**src/rtl/cpu_pkg.sv**
```systemverilog
// Shared CPU definitions: address/instruction widths, reset PC, fetch states
// and the opcode field position used by fetch and decode.
package cpu_pkg;

  localparam int unsigned ADDR_W  = 32;
  localparam int unsigned INSTR_W = 32;
  localparam logic [ADDR_W-1:0] RESET_PC = 32'h0000_0000;

  localparam int unsigned OP_MSB = 31;
  localparam int unsigned OP_LSB = 26;
  localparam int unsigned OP_W   = OP_MSB - OP_LSB + 1;

  typedef enum logic [1:0] {
    IDLE = 2'd0,
    REQ  = 2'd1,
    HOLD = 2'd2
  } fetch_state_e;

  function automatic logic [OP_W-1:0] opcode_of(input logic [INSTR_W-1:0] instr);
    return instr[OP_MSB:OP_LSB];
  endfunction

endpackage

```
**src/rtl/instr_fetch_unit_pc_next_sel.sv**
```systemverilog
// Next fetch address mux: redirect target, squashed-fetch replay, or sequential
// pc+4, plus the misaligned-redirect strobe.
module pc_next_sel #(
  parameter int unsigned ADDR_W = cpu_pkg::ADDR_W
) (
  input  logic                 redirect_i,
  input  logic [ADDR_W-1:0]    redirect_pc_i,
  input  logic [ADDR_W-1:0]    pc_i,
  input  logic [ADDR_W-1:0]    pending_pc_i,
  input  logic                 discard_i,
  input  cpu_pkg::fetch_state_e state_i,
  output logic [ADDR_W-1:0]    target_c,
  output logic [ADDR_W-1:0]    pc_plus4_c,
  output logic [ADDR_W-1:0]    next_pc_c,
  output logic                 align_err_c
);

  import cpu_pkg::*;

  always_comb begin
    target_c    = {redirect_pc_i[ADDR_W-1:2], 2'b00};
    pc_plus4_c  = pc_i + ADDR_W'(4);
    align_err_c = redirect_i & (|redirect_pc_i[1:0]);
    next_pc_c   = pc_plus4_c;
    // A live redirect always wins over replaying an earlier squashed target.
    if (redirect_i) begin
      next_pc_c = target_c;
    end else if (discard_i && (state_i == REQ)) begin
      next_pc_c = pending_pc_i;
    end
  end

endmodule

```
**src/rtl/instr_fetch_unit.sv**
```systemverilog
// Fetch stage: owns the PC, issues req/ack word fetches to instruction memory,
// holds the fetched word for decode and handles execute-stage redirects.
module instr_fetch_unit #(
  parameter int unsigned       ADDR_W   = cpu_pkg::ADDR_W,
  parameter logic [ADDR_W-1:0] RESET_PC = ADDR_W'(cpu_pkg::RESET_PC)
) (
  input  logic                         clk_i,
  input  logic                         rst_i,
  output logic                         imem_req_o,
  output logic [ADDR_W-1:0]            imem_addr_o,
  input  logic                         imem_ack_i,
  input  logic [cpu_pkg::INSTR_W-1:0]  imem_rdata_i,
  output logic                         instr_valid_o,
  input  logic                         instr_ready_i,
  output logic [cpu_pkg::INSTR_W-1:0]  instr_o,
  output logic [ADDR_W-1:0]            pc_o,
  output logic [ADDR_W-1:0]            pc_plus4_o,
  input  logic                         redirect_i,
  input  logic [ADDR_W-1:0]            redirect_pc_i,
  output logic                         align_err_o
);

  import cpu_pkg::*;

  fetch_state_e        state_q, state_d;
  logic [ADDR_W-1:0]   fetch_pc_q, fetch_pc_d;
  logic [ADDR_W-1:0]   pc_q, pc_d;
  logic [INSTR_W-1:0]  instr_q, instr_d;
  logic                valid_q, valid_d;
  logic                discard_q, discard_d;
  logic [ADDR_W-1:0]   pending_pc_q, pending_pc_d;
  logic                align_err_q, align_err_d;

  logic [ADDR_W-1:0]   target_c;
  logic [ADDR_W-1:0]   pc_plus4_c;
  logic [ADDR_W-1:0]   next_pc_c;
  logic                align_err_c;

  pc_next_sel #(.ADDR_W(ADDR_W)) u_pc_next_sel (
    .redirect_i    (redirect_i),
    .redirect_pc_i (redirect_pc_i),
    .pc_i          (pc_q),
    .pending_pc_i  (pending_pc_q),
    .discard_i     (discard_q),
    .state_i       (state_q),
    .target_c      (target_c),
    .pc_plus4_c    (pc_plus4_c),
    .next_pc_c     (next_pc_c),
    .align_err_c   (align_err_c)
  );

  always_ff @(posedge clk_i or negedge rst_i) begin
    if (!rst_i) begin
      state_q      <= IDLE;
      fetch_pc_q   <= RESET_PC;
      pc_q         <= RESET_PC;
      instr_q      <= '0;
      valid_q      <= 1'b0;
      discard_q    <= 1'b0;
      pending_pc_q <= '0;
      align_err_q  <= 1'b0;
    end else begin
      state_q      <= state_d;
      fetch_pc_q   <= fetch_pc_d;
      pc_q         <= pc_d;
      instr_q      <= instr_d;
      valid_q      <= valid_d;
      discard_q    <= discard_d;
      pending_pc_q <= pending_pc_d;
      align_err_q  <= align_err_d;
    end
  end

  always_comb begin
    state_d      = state_q;
    fetch_pc_d   = fetch_pc_q;
    pc_d         = pc_q;
    instr_d      = instr_q;
    valid_d      = valid_q;
    discard_d    = discard_q;
    pending_pc_d = pending_pc_q;
    align_err_d  = align_err_c;

    unique case (state_q)
      IDLE: begin
        state_d = REQ;
        if (redirect_i) begin
          fetch_pc_d = next_pc_c;
        end
      end
      REQ: begin
        if (imem_ack_i) begin
          if (redirect_i || discard_q) begin
            // Squashed response: re-issue at the new target next cycle.
            fetch_pc_d = next_pc_c;
            discard_d  = 1'b0;
          end else begin
            instr_d = imem_rdata_i;
            pc_d    = fetch_pc_q;
            valid_d = 1'b1;
            state_d = HOLD;
          end
        end else if (redirect_i) begin
          // Address must stay stable until ack; remember where to go after.
          discard_d    = 1'b1;
          pending_pc_d = target_c;
        end
      end
      HOLD: begin
        if (redirect_i || instr_ready_i) begin
          valid_d    = 1'b0;
          fetch_pc_d = next_pc_c;
          state_d    = REQ;
        end
      end
      default: begin
        state_d = IDLE;
      end
    endcase
  end

  assign imem_req_o    = (state_q == REQ);
  assign imem_addr_o   = fetch_pc_q;
  assign instr_valid_o = valid_q;
  assign instr_o       = instr_q;
  assign pc_o          = pc_q;
  assign pc_plus4_o    = pc_plus4_c;
  assign align_err_o   = align_err_q;

endmodule

```
**config.mk**
```make
export PLATFORM = sky130hd
export DESIGN_NAME = instr_fetch_unit
export DESIGN_NICKNAME = d
export VERILOG_FILES = /design/src/rtl/cpu_pkg.sv /design/src/rtl/instr_fetch_unit_pc_next_sel.sv /design/src/rtl/instr_fetch_unit.sv
export SDC_FILE = /design/constraint.sdc
export NUM_CORES = 1
export LEC_CHECK = 0
export ABC_AREA = 1
export ABC_CLOCK_PERIOD_IN_PS = 1530
export BUFFER_PORTS_ARGS = -buffer_cell sky130_fd_sc_hd__clkbuf_2
export CORE_AREA = 2 2 123 125
export CTS_CLUSTER_SIZE = 12
export DETAILED_ROUTE_END_ITERATION = 7
export DIE_AREA = 0 0 125 127
export PLACE_DENSITY = 0.75
export SYNTH_ARGS = -nofsm -noshare
export SYNTH_HDL_FRONTEND = slang
export SYNTH_SLANG_ARGS = --single-unit
```
**constraint.sdc**
```tcl
create_clock -name clk_i -period 1.53 [get_ports clk_i]
set_input_delay 0.0765 -clock clk_i [delete_from_list [all_inputs] [get_ports clk_i]]
set_output_delay 0.0765 -clock clk_i [all_outputs]
set_load 0.1 [all_outputs]
```
Word-level counts from Yosys, hierarchy flattened
Index checks and enable logic that the tools add are counted.
- word-level logic and storage cells: 52
- bits of input ports: 69
- output and inout bits: 131
- flip-flop bits (word level): 131
- multiplexer cells: 18
- eq/ne operators: 8
- add/subtract/negate cells: 1
- reduce and logical (&&, ||, !) cells: 14
- bitwise operators: 3
- operators by type and width (cell ; count):
    32-bit 2-to-1 mux ; 6
    32-bit case mux with 3 select lines ; 1
    32-bit by 3-bit adder with 32-bit output (second input constant) ; 1
    3-bit AND reduction ; 4
    1-bit 2-to-1 mux ; 6
    2-bit 2-to-1 mux ; 3
    2-bit by 1-bit inequality test with 1-bit output (second input constant) ; 3
    2-bit inequality test (second input constant) ; 3
    2-bit case mux with 3 select lines ; 1
    5-bit AND reduction ; 1
    4-bit AND reduction ; 1
    2-bit nonzero test ; 2
    3-bit nonzero test ; 1
    2-bit by 1-bit equality test with 1-bit output (second input constant) ; 1
    2-bit equality test (second input constant) ; 1
    2-bit zero test ; 1
    1-bit logical OR ; 2
    1-bit inverter ; 2
    1-bit case mux with 2 select lines ; 1
    2-bit OR reduction ; 1
    1-bit bitwise AND ; 1
    1-bit logical AND ; 1

Depth between registers and ports, before layout
- word-level depth: 7
- gate-level depth with buffers: 12
- gate-level depth less buffers: 12

Cells and area by module
Synthesis repeated with hierarchy kept, for this count alone.
- cells, all modules: 1005
- area total of the unflattened synthesis: 7283.2 um2
- by module, submodules not included (module ; cells each ; instances ; area each (um2) ; sequential area each (um2)):
    instr_fetch_unit ; 587 ; 1 ; 5338.9 ; 3328.2
    pc_next_sel ; 418 ; 1 ; 1944.4 ; 0.0

Least setup slack after synthesis
No wires, ideal clock.
- path kind: reg2reg
- from: reg pc_q[3], in the netlist pc_o[3]
- to: reg fetch_pc_q[12], in the netlist imem_addr_o[12]
- clock period less this slack: 3.726 ns
- required time: 1.462 ns
- stages on the path, launching flop included: 10
- slack: -2.196 ns
- data arrival time: 3.659 ns
- library setup time: 0.068 ns
- path buffers: 0
- cell sequence: dfrtp_1 > ha_1 > nand3_1 > nor2_2 > nand2_2 > xnor2_1 > nand2_1 > nand3_1 > nand2_1 > nand2_1
- longest elaborated chain between the ends: 6
- elaborated cells on any way between the ends: 8
- those cells by class: add/sub (1); mux (7)
- ends and longest elaborated chain (element ; line ; source):
    from (decl) ; instr_fetch_unit.sv:27 ; logic [ADDR_W-1:0] pc_q, pc_d;
    from (signal assigned) ; instr_fetch_unit.sv:65 ; pc_q <= pc_d;
    32-bit by 3-bit adder with 32-bit output * ; instr_fetch_unit_pc_next_sel.sv:22 ; pc_plus4_c = pc_i + ADDR_W'(4);
    via pc_plus4_o[12] ; instr_fetch_unit.sv:17 ; output logic [ADDR_W-1:0] pc_plus4_o,
    32-bit 2-to-1 mux * ; instr_fetch_unit_pc_next_sel.sv:28 ; end else if (discard_i && (state_i == REQ)) begin
    32-bit 2-to-1 mux * ; instr_fetch_unit_pc_next_sel.sv:26 ; if (redirect_i) begin
    32-bit 2-to-1 mux ; instr_fetch_unit.sv:93 ; if (redirect_i || discard_q) begin
    32-bit 2-to-1 mux ; instr_fetch_unit.sv:92 ; if (imem_ack_i) begin
    32-bit case mux with 3 select lines * ; instr_fetch_unit.sv:84 ; unique case (state_q)
    to (signal assigned) ; instr_fetch_unit.sv:64 ; fetch_pc_q <= fetch_pc_d;
    to (decl) ; instr_fetch_unit.sv:26 ; logic [ADDR_W-1:0] fetch_pc_q, fetch_pc_d;
The timed path passes the listed nets; every way through them passes the cells marked *. The select of a mux whose other input is x is not followed.
A chain may end at the register's enable or synchronous reset.

Worst setup path after layout
- from: reg pc_q[2], in the netlist pc_o[2]
- to: out pc_plus4_o[16]
- longest elaborated chain between the ends: 1
- ends and longest elaborated chain (element ; line):
    32-bit by 3-bit adder with 32-bit output ; instr_fetch_unit_pc_next_sel.sv:22
    to (decl) ; instr_fetch_unit.sv:17
No other way between the ends.

==> impl_results.md <==
- Tcrit/Tclk final: 1.41
- Fin Hold WS: 0.158 ns
- Core ar.: 14400 um2
- Reg2Reg Setup Slack: -0.27 ns
- Routed len/inst: 18.0 um
- H-Tree Depth: 4
- Failing checks: setup timing
- Initial Util: 0.462
- DRT iter0 DRCs: 581
- Longest Clk Path Bufs: 2
- Gr usage total: 0.280
- Total CTS buffers: 17
- Vias in the first global route: 6963
- Root buffer cell: clkbuf_16
- N_diodes: 0
- CP max stage delay: 0.42 ns
- Syn_area_per_cell: 8.56 um2
- Largest net degree at the start of global routing: 49
- I/O Buffers: 199
- CTS tree: yes
- Main synth FF type: dfrtp_1
- Fill count: 844
- Vias per cell: 5.22
- Status: finished with violations
- Antenna violations before repair: 0
- Critical path startpoint category: register
- Clk Latency, worst-skew pair: 0.42 ns
- Final Setup Violations: 57
- Worst Path Max Fanout: 4
- Dpl ws: -0.244 ns
- CTS Sinks: 131
- WS Path Type: register to primary output
- Synthesis Warnings: 0
- Final worst slack: -0.633 ns
- Total number of vias: 6932
- Cell Area, Synth: 6670 um2
- Fraction of layout cells with a size suffix above 1: 0.467
- Synth Net Count: 849
- Slowest-stage cell, CP: dfrtp_4
- Max_cap viols: 0
- Worst Skew: 0.0124 ns
- Setup TNS: -18.84 ns
- Post-DP HPWL: 14700 um
- Total gr overflow: 0
- Ys async rst share: 1.00
- CP endpoint kind: primary output
- Synth cell types: 35
- Hold/Removal Path Class: primary input to asynchronous set/reset pin
- Antenna-violating nets left: 0
- GPL Wtd Cong: 0.884
- Chip height: 127 um
- Slew Limit Fails: 0
- CP arrival: 2.09 ns
- Final wirelength: 23900 um
- Sequential-to-total area share from yosys stat: 0.492
- First-pass GRT wire length: 35300 um
- Critical Path RT: 1.45 ns
- Nets: 1201
- Site Rows: 44
- RSZ-0062 raised after global routing: yes
- Die area: 15900 um2
- Hold Vio Cnt, Final: 0
- Post-Synthesis Cells: 779
- Area grow syn2layout: 71.7%
- Synthesized flop and latch total: 131
- Die extent in x: 125 um
- Tightest Pin Transition: 0.599 ns
- Post-route DRC: 0
- Worst path cell trace: ha_2, nand2_2, nor2_4, nand2_2, nor2_4, buf_12, xor2_4, buf_12
- Max Freq: 0.462 GHz
- Pre-Repair DR Iteration Count: 8
- Min cycle time layout: 2.16 ns
- Post-synth EDFFs: 0
- Top Ports: 200
- Slew HR: 0.602
- Clk pin slew, worst setup/hold paths: 0.06 ns
-- state kept, by name, summed over array words and instances (netlist names) --
signal	count
imem_addr_o	32
instr_o	32
pc_o	32
pending_pc_q	30
state_q	2
align_err_o	1
discard_q	1
instr_valid_o	1
-- cell type report --
type	count	area [um2]	share of cell area
Clock buffer	22	474	0.0414
Clock inverter	9	155	0.0135
Inverter	81	334	0.0292
Multi-Input combinational cell	534	3660	0.319
Sequential cell	131	3340	0.292
Tap cell	184	230	0.0201
Timing Repair Buffer	366	3260	0.285
-- final timing paths --
path | start | endpoint | depth (start not counted)
min | rst_i | pending_pc_q[7]$_DFFE_PN0P_ | 2
max in group asynchronous | rst_i | pc_o[18]$_DFFE_PN0P_ | 3
max reg2reg | pc_o[2]$_DFFE_PN0P_ | imem_addr_o[16]$_DFFE_PN0P_ | 11
max | pc_o[2]$_DFFE_PN0P_ | pc_plus4_o[16] | 8
min reg2reg | pending_pc_q[21]$_DFFE_PN0P_ | pending_pc_q[21]$_DFFE_PN0P_ | 2
min in group clk_i | imem_ack_i | state_q[0]$_DFFE_PN0P_ | 4
-- kinds of logic after synthesis --
family,share of synthesized area
adders and majority gates,0.00188
and+or+nand+nor,0.240
muxes,0.0895
buffers and inverters,0.0739
xor gates and xnor gates,0.0276
DFF,0.492
AOI/OAI and AO/OA,0.0760
-- critical path, delay by kind of cell (launching register included) --
family	cells	cell delay (ns)
simple gates	4	0.50
buf+inv	2	0.34
fa+ha+maj	1	0.22
flops	1	0.42
xor+xnor	1	0.19
-- Yosys cell counts, types with 5 or more instances --
library cell  count  area share
a21oi_1          37       0.028
buf_2            13      0.0098
clkbuf_1         12      0.0068
dfrtp_1         131        0.49
inv_1            77       0.043
mux2_1           25       0.042
mux2_2           28       0.047
nand2_1         272        0.15
nand2_2           6      0.0056
nand3_1          13      0.0098
nand3b_1          6      0.0068
nor2_1           48       0.027
nor2_4            8       0.014
o21ai_0          35       0.026
o21ai_1          11      0.0083
xnor2_1           5      0.0066
xor2_2            7       0.017
-- routing by layer --
metal | share of wire | up-vias | wire length (um) | GRT usage
met5 | 0 | - | 0 | 0
met4 | 0.041 | 0 | 979 | 0.131
met3 | 0.074 | 69 | 1760 | 0.0570
met2 | 0.50 | 361 | 12100 | 0.477
met1 | 0.38 | 3348 | 9090 | 0.346
li1 | - | 3154 | - | -
-- metrics by stage --
| stage | instances | cell area (um2) | utilization |
|---|---|---|---|
| after floorplan | 779 | 7250 | - |
| after global placement | 1206 | 9440 | 0.654 |
| after detailed placement | 1206 | 9440 | 0.654 |
| after CTS | 1314 | 11000 | 0.765 |
| after global routing | 1327 | 11500 | 0.794 |
| final | 1327 | 11500 | 0.794 |
-- cells in the final DEF (no fill, tap or decap), drive strengths merged --
cell type / count
a21boi: 2
a21oi: 38
a22oi: 4
and2: 3
buf: 136
bufbuf: 1
bufinv: 4
clkbuf: 185
clkinv: 4
clkinvlp: 7
dfrtp: 131
dlygate4sd3: 66
ha: 1
inv: 75
mux2: 53
nand2: 280
nand3: 16
nand3b: 6
nand4: 3
nor2: 62
o211ai: 4
o21ai: 46
o21bai: 1
xnor2: 5
xor2: 10
-- repair_timing --
| item | in CTS | in global routing |
|---|---|---|
| endpoints found under the setup margin | 66 | 100 |
| hold buffers | 66 | 0 |
| gates resized for setup | 52 | 73 |
| endpoints found under the hold margin | 178 | 0 |
| buffers inserted | 11 | 10 |
| cloned | 2 | 5 |
| pin swaps | 34 | 37 |
Power is left out: the tool's default activity adds up to more than one toggle a clock period on the data nets, which glitch-free logic cannot reach.
